## src/rtl/mem_arbiter.sv

```systemverilog
// rtl/mem_arbiter.sv - two-requester single-port memory arbiter with in-order read return routing
// Optional requester-1 bus lock: MEM_ARB_LOCK_EN
module mem_arbiter #(
    parameter int AW        = 8,
    parameter int DW        = 8,
    parameter int RD_LAT    = 2,
    parameter int BURST_MAX = 4
) (
    input  logic          clk,
    input  logic          CLB,
    input  logic          req0,
    input  logic          we0,
    input  logic [AW-1:0] addr0,
    input  logic [DW-1:0] wdata0,
    output logic          gnt0,
    output logic          rvalid0,
    output logic [DW-1:0] rdata0,
    input  logic          req1,
    input  logic          we1,
    input  logic [AW-1:0] addr1,
    input  logic [DW-1:0] wdata1,
    output logic          gnt1,
    output logic          rvalid1,
    output logic [DW-1:0] rdata1,
    input  logic          lock1,
    output logic          mem_en,
    output logic          mem_we,
    output logic [AW-1:0] mem_addr,
    output logic [DW-1:0] mem_wdata,
    input  logic [DW-1:0] mem_rdata
);

    localparam logic [3:0] BURST_LIM = 4'(BURST_MAX);

    logic              last_owner;
    logic [3:0]        burst_cnt;
    logic [RD_LAT-1:0] tag_v;
    logic [RD_LAT-1:0] tag_id;
    logic              lock_hold;
    logic              xfer0;
    logic              xfer1;

`ifdef MEM_ARB_LOCK_EN
    assign lock_hold = lock1 & last_owner;
`else
    logic unused_lock;
    assign lock_hold   = 1'b0;
    assign unused_lock = lock1;
`endif

    // Grants are suppressed during reset so nothing is reported as accepted.
    always_comb begin
        gnt0 = 1'b0;
        gnt1 = 1'b0;
        if (CLB) begin
            if (lock_hold) begin
                gnt1 = req1;
            end else if (req0 && req1) begin
                if (burst_cnt == BURST_LIM) gnt1 = 1'b1;
                else                        gnt0 = 1'b1;
            end else if (req0) begin
                gnt0 = 1'b1;
            end else if (req1) begin
                gnt1 = 1'b1;
            end
        end
    end

    assign xfer0 = req0 & gnt0;
    assign xfer1 = req1 & gnt1;

    always_ff @(posedge clk or negedge CLB) begin
        if (!CLB) begin
            mem_en     <= 1'b0;
            mem_we     <= 1'b0;
            mem_addr   <= '0;
            mem_wdata  <= '0;
            last_owner <= 1'b0;
            burst_cnt  <= '0;
            tag_v      <= '0;
            tag_id     <= '0;
        end else begin
            if (xfer0 || xfer1) begin
                mem_en     <= 1'b1;
                mem_we     <= xfer1 ? we1    : we0;
                mem_addr   <= xfer1 ? addr1  : addr0;
                mem_wdata  <= xfer1 ? wdata1 : wdata0;
                last_owner <= xfer1;
            end else begin
                mem_en <= 1'b0;
                mem_we <= 1'b0;
            end

            if (!req1 || xfer1 || lock_hold) begin
                burst_cnt <= '0;
            end else if (xfer0 && burst_cnt != BURST_LIM) begin
                burst_cnt <= burst_cnt + 4'd1;
            end

            // last_owner names the requester of the command currently on the bus.
            tag_v[0]  <= mem_en & ~mem_we;
            tag_id[0] <= last_owner;
            for (int i = 1; i < RD_LAT; i++) begin
                tag_v[i]  <= tag_v[i-1];
                tag_id[i] <= tag_id[i-1];
            end
        end
    end

    assign rvalid0 = tag_v[RD_LAT-1] & ~tag_id[RD_LAT-1];
    assign rvalid1 = tag_v[RD_LAT-1] &  tag_id[RD_LAT-1];
    assign rdata0  = rvalid0 ? mem_rdata : '0;
    assign rdata1  = rvalid1 ? mem_rdata : '0;

endmodule

```

## config.mk

```make
export PLATFORM = sky130hd
export DESIGN_NAME = mem_arbiter
export DESIGN_NICKNAME = d
export VERILOG_FILES = /design/src/rtl/mem_arbiter.sv
export SDC_FILE = /design/constraint.sdc
export NUM_CORES = 1
export LEC_CHECK = 0
export CORE_AREA = 4 4 66 68
export DETAILED_ROUTE_END_ITERATION = 8
export DIE_AREA = 0 0 70 72
export GPL_ROUTABILITY_DRIVEN = 0
export GPL_TIMING_DRIVEN = 0
export PLACE_DENSITY = 0.77
export SLEW_MARGIN = 25
export SYNTH_ARGS = -nofsm -noshare
export SYNTH_HDL_FRONTEND = slang
export SYNTH_SLANG_ARGS = --single-unit
export TNS_END_PERCENT = 30
```

## constraint.sdc

```tcl
create_clock -name clk -period 1.81 [get_ports clk]
set_input_delay 0.362 -clock clk [delete_from_list [all_inputs] [get_ports clk]]
set_output_delay 0.362 -clock clk [all_outputs]
set_load 0.1 [all_outputs]
```

Word level (Yosys, flattened, before mapping):

Index checks and enable logic that the tools add are counted.

* output and inout port bits: 38
* register bits after elaboration: 27
* word-level logic and storage cells: 42

* bitwise gates (word level): 7
* muxes and demuxes: 18
* reduce and logical (&&, ||, !) cells: 6
* equality and inequality tests: 2
* $add $sub $neg: 1

Operator list (count)
* 8-bit two-way mux: 4
* 1-bit two-way mux: 12
* 4-bit two-way mux: 2
* 1-bit AND: 5
* 4-bit by 1-bit adder with 4-bit output, second input constant: 1
* 4-bit by 3-bit equality test with 1-bit output, second input constant: 1
* 4-bit by 3-bit != test with 1-bit output, second input constant: 1
* 1-bit logical AND: 2
* 1-bit logical OR: 2
* 1-bit inverter: 2
* 2-bit nonzero test: 1
* 1-bit zero test: 1

Logic depth before layout (Yosys ltp):

* depth in word-level cells: 8
* depth in mapped cells: 7
* depth with buffers taken out: 5

Worst setup path after synthesis:

OpenSTA, ideal clock, no wires.

* path kind: reg-to-output
* from: reg tag_v[1]
* to: out rdata0[0]
* stages on the path, launching flop included: 4
* path slack: -0.915 ns
* arrival: 2.363 ns
* cells stage by stage: dfrtp_1 nor2b_1 clkbuf_1 and2_1

* longest elaborated chain between the ends: 2

Ends and longest elaborated chain
* start: declaration: RTL line 37 `logic [RD_LAT-1:0] tag_v;`
* start signal: indexed assignment: RTL line 104 `tag_v[i] <= tag_v[i-1];`
* 1-bit AND: RTL line 110 `assign rvalid0 = tag_v[RD_LAT-1] & ~tag_id[RD_LAT-1];`
* via rvalid0: RTL line 16 `output logic rvalid0,`
* 8-bit two-way mux: RTL line 112 `assign rdata0 = rvalid0 ? mem_rdata : '0;`
* end: declaration: RTL line 17 `output logic [DW-1:0] rdata0,`

The timed path passes the listed nets, and every way through them passes these cells.

Worst setup path after layout:

* from: reg burst_cnt[0]
* to: out gnt1

* longest elaborated chain between the ends: 4

Ends and longest elaborated chain
* start: declaration: RTL line 36 `logic [3:0] burst_cnt;`
* start signal: assignment: RTL line 97 `burst_cnt <= burst_cnt + 4'd1;`
* 4-bit by 3-bit equality test with 1-bit output: RTL line 59 `if (burst_cnt == BURST_LIM) gnt1 = 1'b1;`
* 1-bit two-way mux: RTL line 59
* 1-bit two-way mux: RTL line 58 `end else if (req0 && req1) begin`
* 1-bit two-way mux: RTL line 55 `if (CLB) begin`
* end: declaration: RTL line 22 `output logic gnt1,`

Every way passes these cells.

==> results.yml <==
drt:
  wire_per_inst_um: 17.1
  drt_iter0_drc: 39
  ant_nets: 0
  via_count: 1309
  drc_errors: 0
  wl_mm: 4.42
  drtPass1Iterations: 4
  via_per_inst: 5.07
critical_path:
  start_kind: "flop"
  cp_max_fo: 6
  r2r-start: "burst_cnt[0]"
  ff2ff_setup_slack_ns: 0.11
  cp_cell_sequence: "inv_2 > ha_4 > nand3b_4 > a21oi_4 > buf_6 > buf_12"
  crit_type: "reg -> out"
  end_kind: "output pin"
  worst_path_max_delay_cell: "dfrtp_1"
  critPathArrivalTime_ns: 1.54
  rr_worst_depth: 6
  crit_required_ns: 1.45
  reg2reg_to: "mem_wdata[2]"
  cpPeakStageDelay_ns: 0.41
die:
  initial_utilization_pct: 33.6
  io_pins: 85
  core_area_mm2: 0.00386
  die_area_mm2: 0.00504
  num_rows: 23
  die_h_um: 72
  die_w_um: 70
power_and_ir_drop:
  clockPowerShare_pct: 17.2
  switching_share_pct: 44.9
  leakagePower_nw: 1.10
  p_comb_share_pct: 48.4
  switchingPower_mw: 0.913
  seqPwrFrac_pct: 34.4
  internal-power_mw: 1.12
  powerDensity_mw_per_mm2: 844
  peakVddDrop_mv: 0.467
timing:
  setup_viol: 3
  min_period_ns: 1.90
  timing.final.ws_setup_ns: -0.0883
  rsz0062_at_grt: "yes"
  holdWs_ns: 0.363
  slew_headroom_pct: 63.0
  fin_setup_tns_ns: -0.148
  slew_viol_final: 0
  worst_pin_slew_ns: 0.557
  min_period_over_period_pct: 105
  skew_ns: 0.00602
  fmax_ghz: 0.527
  hold_viol: 0
logic_synthesis:
  netlist_area_mm2: 0.00130
  synth-seq-cells: 27
  ys_warn_count: 0
  post_synth_num_cell_types: 28
  yosys-top-cells-area: "dfrtp_1 52%, a221o_1 12%, and2_1 12%"
  yosys.area.top_type: "dfrtp_1"
  ys_seq_area_share_pct: 52.1
  synth_top_area_share_pct: 52.1
  synthCells: 113
  syn_nets: 162
  syn_area_per_cell_um2: 11.5
placed_design:
  placed_area_mm2: 0.00220
  dp_hpwl_mm: 3.25
  post-place-ws_ns: -1.68
  numPortBuffers: 82
  placedCellCount: 245
min_path:
  whs_path_depth: 0
  hold_class: "reg -> reg"
  min_from: "tag_v[0]"
  whs_endpoint: "tag_v[1]"
global_route:
  grt_max_degree: 28
  grt.met1_usage_pct: 18.8
  track_usage_pct: 17.9
  antenna_found_initial: 0
  grt_pass1_wl_mm: 7.11
  grt_use_met2_pct: 34.6
  grt_overflow: 0
  top_usage_layer: "met2"
  grt_pass1_vias: 1408
  met3_usage_pct: 3.88
final_layout:
  n_fill_cell: 306
  design_area_mm2: 0.00241
  n_antenna_cell: 0
  drive_gt1_share_pct: 35.1
  ff_latch_area_um2: 678
  finalNonFillerCells: 258
  num-nets-final: 258
  area_growth_pct: 85.9
  multi_input_area_um2: 598
clock_tree:
  cts_buffer_depth: 2
  cts_buffers: 3
  worstSkewPairLatency_ns: 0.28
  cts_tree: "yes"
  path_clk_slew_ns: 0.10
  clockRootBuffer: "clkbuf_8"
  cts_sinks: 27
  htreeDepth: 1
status:
  status: "complete, but fails checks"
  failed_checks: "setup timing"
job:
  max_cap_viol_count: 0
==> synthesized netlist by cell type (all sizes together) <==
cell type  count
nand2b         1
nand3          2
a211oi         1
nand3b         1
nand4          1
and2          25
a221o         16
o32ai          1
ha             2
nor2b          2
dfrtp         27
o21bai         1
nand4b         2
buf            4
a21oi          1
o21ai          1
o22ai          1
clkbuf         3
o211a          1
a22o           1
inv            5
mux2i          1
a31oi          1
nand2          4
and3           8
==> state kept, by name, indices dropped and copies added, names as in the netlist <==
signal      count
burst_cnt       4
last_owner      1
mem_addr        8
mem_en          1
mem_wdata       8
mem_we          1
tag_id          2
tag_v           2
==> cells in the final DEF (no fill, tap or decap), drive strengths merged, types with 2 or more instances in the layout <==
cell type      instances
and3                   8
nand4b                 2
and2                  25
nand2                  4
nor2b                  2
nand3                  2
ha                     2
clkdlybuf4s50         42
inv                    5
clkdlybuf4s15         19
clkbuf                 9
buf                   29
a221o                 16
dfrtp                 27
==> worst max-delay path, delay by kind of cell, from the launching register on <==
family	cells	cell delay [ns]
AO/OA/AOI/OAI	1	0.18
flip-flops	1	0.41
adder cells (fa/ha/maj)	1	0.15
buffers and inverters	3	0.42
AND/OR/NAND/NOR	1	0.10
==> power groups by stage <==
stage	sequential, mW	clock, mW	combinational (mW)
2_1_floorplan	1.07	0	0.300
3_3_place_gp	0.712	0	0.942
3_5_place_dp	0.714	0	0.955
4_1_cts	0.705	0.357	0.965
5_1_grt	0.710	0.376	1.02
6_report	0.700	0.351	0.986
==> worst max path at each step <==
stage	slack, ns	end	cells past startpoint	start
5_1_grt	-0.15	gnt1	6	burst_cnt[0]
3_5_place_dp	-1.68	gnt1	6	CLB
6_report	-0.09	gnt1	6	burst_cnt[0]
3_3_place_gp	-2.51	gnt1	6	CLB
4_1_cts	-0.14	gnt0	6	burst_cnt[0]
2_1_floorplan	0.02	gnt1	5	burst_cnt[0]
==> repair_timing <==
item,CTS,global route
endpoints found under the setup margin,49,31
buffers inserted,4,5
hold buffers,2,0
cloned,0,0
hold endpoints to repair,27,0
resized for setup,191,13
pin swaps,3,2
==> cells by family (layout without fill, tap and decap cells) <==
| family | after synthesis | count (layout) | share of synthesized area, % |
|---|---|---|---|
| AND/OR/NAND/NOR | 46 | 46 | 22.7 |
| flip-flops | 27 | 27 | 52.1 |
| AO/OA/AOI/OAI | 25 | 25 | 17.6 |
| buffers and inverters | 12 | 107 | 4.92 |
| adder cells (fa/ha/maj) | 2 | 2 | 1.93 |
| multiplexers | 1 | 1 | 0.771 |
==> through the flow <==
step,power [mW],util [%]
final,2.04,62.6
after global routing,2.10,62.6
after CTS,2.03,61.0
after detailed placement,1.67,57.1
after global placement,1.65,57.2
after floorplan,1.37,-
==> per-layer routing <==
| metal | wire [µm] | part of all wire (%) |
|---|---|---|
| met3 | 311 | 7.0 |
| met5 | 0 | 0 |
| met1 | 1610 | 36 |
| met4 | 125 | 2.8 |
| met2 | 2370 | 54 |
==> area by class of cell <==
class | instances | area share [%]
inverters | 5 | 0.778
clock buffers | 3 | 1.71
plain buffers | 5 | 1.35
flip-flops and latches | 27 | 28.1
well taps | 50 | 2.59
repair buffers | 93 | 40.4
multi-input cells | 74 | 24.8
clock inverters | 1 | 0.311
Note: power is estimated with default switching activity, not from simulation.
